--- config.mk ---
export PLATFORM = sky130hd
export DESIGN_NAME = apple_placement_ctrl
export DESIGN_NICKNAME = d
export VERILOG_FILES = /design/src/rtl/apple_placement_ctrl.sv
export SDC_FILE = /design/constraint.sdc
export NUM_CORES = 1
export LEC_CHECK = 0
export CORE_AREA = 8 8 166 168
export DETAILED_ROUTE_END_ITERATION = 8
export DIE_AREA = 0 0 174 176
export DONT_BUFFER_PORTS = 1
export GPL_ROUTABILITY_DRIVEN = 0
export HOLD_SLACK_MARGIN = 0.02
export SYNTH_ARGS = -nofsm -noshare
export SYNTH_HDL_FRONTEND = slang
export SYNTH_SLANG_ARGS = --single-unit
--- constraint.sdc ---
create_clock -name clk -period 4.7 [get_ports clk]
set_input_delay 0 -clock clk [delete_from_list [all_inputs] [get_ports clk]]
set_output_delay 0 -clock clk [all_outputs]
set_load 0.1 [all_outputs]
--- src/rtl/apple_placement_ctrl.sv ---
// Apple relocation sequencer: on a synchronized goodColl rising edge, draws random
// candidates, scans the snake body, and commits a free cell (optional APPLE_BORDER_EXCL_EN).
module apple_placement_ctrl #(
    parameter int unsigned MAX_LEN     = 50,
    parameter int unsigned MAX_RETRY   = 8,
    parameter logic [7:0]  RESET_APPLE = 8'hC5,
    localparam int unsigned LEN_W      = $clog2(MAX_LEN + 1)
) (
    input  logic                    clk,
    input  logic                    reset,
    input  logic                    goodColl,
    input  logic [3:0]              randX,
    input  logic [3:0]              randY,
    input  logic [MAX_LEN-1:0][7:0] body,
    input  logic [LEN_W-1:0]        length,
    output logic [7:0]              apple_cord,
    output logic                    apple_valid,
    output logic                    busy,
    output logic                    place_done,
    output logic                    place_fail,
    output logic [7:0]              retry_count
);

    localparam int unsigned IDX_W = (MAX_LEN > 1) ? $clog2(MAX_LEN) : 1;

    typedef enum logic [2:0] {
        S_IDLE,
        S_SAMPLE,
        S_SCAN,
        S_HIT,
        S_COMMIT,
        S_FAIL
    } state_t;

    state_t           r_state;
    state_t           w_state_nxt;
    logic             r_s1;
    logic             r_s2;
    logic             r_s3;
    logic [7:0]       r_cand;
    logic [7:0]       w_cand_nxt;
    logic [IDX_W-1:0] r_idx;
    logic [IDX_W-1:0] w_idx_nxt;
    logic [7:0]       r_retry;
    logic [7:0]       w_retry_nxt;
    logic [7:0]       r_apple;
    logic [7:0]       w_apple_nxt;
    logic             r_valid;
    logic             r_busy;
    logic             r_done;
    logic             r_fail;

    logic             w_rise;
    logic [LEN_W-1:0] w_eff_len;
    logic [7:0]       w_sample;
    logic             w_border;
    logic             w_last;

    assign w_rise    = r_s2 & ~r_s3;
    assign w_eff_len = (length > LEN_W'(MAX_LEN)) ? LEN_W'(MAX_LEN) : length;
    assign w_sample  = {randX, randY};
    // Last live segment reached; also covers length shrinking below idx mid-scan.
    assign w_last    = ((LEN_W + 1)'(r_idx) + (LEN_W + 1)'(1)) >= (LEN_W + 1)'(w_eff_len);

`ifdef APPLE_BORDER_EXCL_EN
    assign w_border = (randX == 4'h0) || (randX == 4'hF) || (randY == 4'h0) || (randY == 4'hF);
`else
    assign w_border = 1'b0;
`endif

    // goodColl synchronizer plus history flop for edge detection
    always_ff @(posedge clk or negedge reset) begin
        if (!reset) begin
            r_s1 <= 1'b0;
            r_s2 <= 1'b0;
            r_s3 <= 1'b0;
        end else begin
            r_s1 <= goodColl;
            r_s2 <= r_s1;
            r_s3 <= r_s2;
        end
    end

    // State, datapath and registered outputs
    always_ff @(posedge clk or negedge reset) begin
        if (!reset) begin
            r_state <= S_IDLE;
            r_cand  <= 8'h00;
            r_idx   <= '0;
            r_retry <= 8'h00;
            r_apple <= RESET_APPLE;
            r_valid <= 1'b1;
            r_busy  <= 1'b0;
            r_done  <= 1'b0;
            r_fail  <= 1'b0;
        end else begin
            r_state <= w_state_nxt;
            r_cand  <= w_cand_nxt;
            r_idx   <= w_idx_nxt;
            r_retry <= w_retry_nxt;
            r_apple <= w_apple_nxt;
            r_valid <= (w_state_nxt == S_IDLE);
            r_busy  <= (w_state_nxt != S_IDLE);
            r_done  <= (w_state_nxt == S_COMMIT);
            r_fail  <= (w_state_nxt == S_FAIL);
        end
    end

    // Next-state and datapath updates
    always_comb begin
        w_state_nxt = r_state;
        w_cand_nxt  = r_cand;
        w_idx_nxt   = r_idx;
        w_retry_nxt = r_retry;
        w_apple_nxt = r_apple;
        case (r_state)
            S_IDLE: begin
                if (w_rise) begin
                    w_state_nxt = S_SAMPLE;
                    w_retry_nxt = 8'h00;
                end
            end
            S_SAMPLE: begin
                w_cand_nxt  = w_sample;
                w_retry_nxt = r_retry + 8'h01;
                w_idx_nxt   = '0;
                if ((w_sample == r_apple) || w_border) begin
                    w_state_nxt = S_HIT;
                end else if (w_eff_len == '0) begin
                    w_state_nxt = S_COMMIT;
                end else begin
                    w_state_nxt = S_SCAN;
                end
            end
            S_SCAN: begin
                if (body[r_idx] == r_cand) begin
                    w_state_nxt = S_HIT;
                end else if (w_last) begin
                    w_state_nxt = S_COMMIT;
                end else begin
                    w_idx_nxt = r_idx + IDX_W'(1);
                end
            end
            S_HIT: begin
                if (r_retry == 8'(MAX_RETRY)) begin
                    w_state_nxt = S_FAIL;
                end else begin
                    w_state_nxt = S_SAMPLE;
                end
            end
            S_COMMIT: begin
                w_apple_nxt = r_cand;
                w_state_nxt = S_IDLE;
            end
            S_FAIL: begin
                w_state_nxt = S_IDLE;
            end
            default: begin
                w_state_nxt = S_IDLE;
            end
        endcase
    end

    assign apple_cord  = r_apple;
    assign apple_valid = r_valid;
    assign busy        = r_busy;
    assign place_done  = r_done;
    assign place_fail  = r_fail;
    assign retry_count = r_retry;

endmodule

==> flow_summary.json <==
{
  "synth_xor_area_share_pct": 2.44,
  "arrival_ps": 4250,
  "critPathMaxStageDelay_ps": 720,
  "cp-start-kind": "flop",
  "synthCells": 551,
  "die-area_mm2": 0.0306,
  "start_util_pct": 23.1,
  "worst_pin_slew_ps": 1070,
  "grt_pass1_vias": 5357,
  "r2r_start": "r_idx[0]",
  "synth_ff_type": "dfrtp_1",
  "cts_buffer_depth": 2,
  "syn_area_mm2": 0.00574,
  "p_per_area_mw_per_mm2": 610,
  "clock-root-buffer": "clkbuf_16",
  "antenna_found_initial": 17,
  "synth_warnings": 0,
  "cts_setup_buffers": 0,
  "rows": 58,
  "synthSimpleGateAreaFrac_pct": 15.0,
  "cpMaxStageDelayCell": "dfrtp_4",
  "synthToLayoutAreaGrowth_pct": 11.2,
  "final_nets": 969,
  "synth_top_area_cell": "mux4_2",
  "finalClockSkew_ps": 9.26,
  "yosysUniqueCellTypes": 63,
  "grt_max_degree": 42,
  "tritoncts": "done",
  "synthTopCellsByCount": "mux2i_1, mux4_2, nand2_1",
  "hpwlAfterDp_mm": 27.0,
  "path_cells": "buf_4 -> mux4_1 -> o22ai_1 -> a311oi_1 -> nor3b_1 -> mux2i_1 -> a2111oi_0 -> buf_4 -> and4_1 -> o211ai_1 -> a311o_1",
  "synth_nets": 977,
  "yosysTopAreaCellShare_pct": 25.9,
  "synth_edf_count": 0,
  "layout-drive-gt1-share_pct": 23.3,
  "grt_pass1_wl_mm": 42.4,
  "die_y_um": 176,
  "critPathRequiredTime_ps": 4860,
  "synth.most_common_cell": "mux2i_1",
  "core_mm2": 0.0248,
  "firstDrtPassIters": 5,
  "track_usage_pct": 19.0,
  "setup_viol": 0,
  "finalHoldViolCount": 0,
  "crit_type": "reg2reg",
  "remaining_drc_errors": 0,
  "cp-end-kind": "flop",
  "finalWirelength_mm": 30.9,
  "drt-wirelength-per-cell_um": 35.0,
  "cap_violations": 0,
  "status": "finished clean",
  "crit_start": "r_idx[0]",
  "postSynth.asyncResetShare_pct": 100,
  "fin_crit_ps": 4090,
  "viasPerCell": 5.78,
  "post-route-period-util_pct": 87.1,
  "final.setup.tns_ps": 0,
  "min_path_type": "in2reg",
  "clk_pin_slew_ps": 60,
  "clock_sink_count": 40,
  "min_from": "length[1]",
  "gr-total-overflow": 0,
  "finalPower_mw": 3.89,
  "instances_no_fill": 884,
  "via_count": 5106,
  "cts_buffers": 5,
  "timing.fmax_ghz": 0.244,
  "leakage_nw": 2.40,
  "crit_fanout": 24,
  "synthTopCellsByArea": "mux4_2, dfrtp_1, mux2i_1, mux4_1, nand2_1",
  "crit_top_cell": "buf_4",
  "port_buffers": 0,
  "ant_nets": 0,
  "insertion_delay_ps": 280,
  "synthAdderAreaFrac_pct": 1.96,
  "drtIter0Drc": 448,
  "synth_top_family_by_area": "multiplexers",
  "die_w_um": 174,
  "boundaryPins": 437,
  "slew_headroom_pct": 28.8,
  "ys_seq_elements": 40,
  "synth-compound-area-share_pct": 11.5,
  "synth_mux_area_share_pct": 45.7,
  "slew_viol_final": 0,
  "dp.cells": 855,
  "avgSynthCellArea_um2": 10.4,
  "rsz0062_at_grt": "no",
  "htreeDepth": 2,
  "irDropWorstVdd_uv": 184,
  "yosysSeqAreaShare_pct": 17.6
}
[state kept, by name, indices dropped and copies added, names as in the netlist]
name	flops
apple_valid	1
r_s2	1
r_s3	1
r_cand	8
place_fail	1
place_done	1
apple_cord	8
r_idx	6
r_state	3
busy	1
retry_count	8
r_s1	1
[where the power goes]
part | switching, mW | internal [mW]
clock | 0.146 | 0.252
combinational | 1.23 | 1.22
sequential | 0.576 | 0.464
total | 1.95 | 1.94
[worst max-delay path, delay by kind of cell (launching register included)]
| kind | cells | cell delay (ps) |
|---|---|---|
| flip-flops | 1 | 720 |
| AO/OA/AOI/OAI | 5 | 1480 |
| AND/OR/NAND/NOR | 2 | 620 |
| buffers and inverters | 2 | 490 |
| multiplexers | 2 | 650 |
[cells by family (layout without fill, tap and decap cells)]
group | count (synthesis) | after routing
and+or+nand+nor | 173 | 173
other | 0 | 10
xor gates and xnor gates | 16 | 16
DFF | 40 | 40
AOI/OAI and AO/OA | 95 | 95
adders and majority gates | 9 | 9
buffers and inverters | 57 | 50
muxes | 161 | 161
[layout by cell type, fill, tap and decap left out, types with 17 or more instances in the layout]
| cell type | synthesis | layout |
|---|---|---|
| buf_4 | 5 | 19 |
| dfrtp_1 | 35 | 32 |
| mux2_2 | 18 | 18 |
| mux2i_1 | 67 | 67 |
| mux4_2 | 66 | 66 |
| nand2_1 | 61 | 61 |
| nand3_1 | 22 | 22 |
| nor2_1 | 20 | 20 |
| o21ai_0 | 17 | 17 |
[worst paths after layout]
kind | to | slack (ps) | cells after the start
max | r_idx[2] | 610 | 11
max in group asynchronous | apple_cord[6] | 4260 | 2
min reg2reg | r_s2 | 350 | 0
max reg2reg | r_idx[2] | 610 | 11
min in group asynchronous | retry_count[5] | 170 | 2
min | r_state[1] | 80 | 3
[metrics by stage]
step | hold slack (ps) | util [%] | setup WS, ps | instance area (um2)
after detailed placement | -294 | 24.4 | 581 | 6060
after floorplan | -296 | - | 1490 | 5740
after global placement | -294 | 24.4 | 541 | 6060
after CTS | 85.6 | 25.6 | 557 | 6350
final | 84.9 | 25.7 | 606 | 6380
after global routing | 125 | 25.6 | 384 | 6360
[metal layers]
metal / vias up / GRT usage, % / part of all wire, %
li1: 2197 / - / -
met1: 2501 / 22.9 / 38
met2: 376 / 32.2 / 49
met3: 22 / 8.18 / 13
met4: 10 / 1.78 / 0.71
met5: - / 0 / 0.19
[area by class of cell]
cell class	count	area [um2]
Sequential cell	40	1020
Timing Repair Buffer	33	323
Fill cell	2626	18400
Clock inverter	3	46.3
Multi-Input combinational cell	454	4400
Tap cell	330	413
Clock buffer	5	125
Antenna cell	10	25.0
Inverter	9	33.8
[what timing repair did]
item	in CTS	in global routing
resized for setup	0	0
setup endpoints to repair	0	0
hold buffers	11	0
hold endpoints to repair	49	0
No activity file was read; power rests on OpenSTA's default activity.
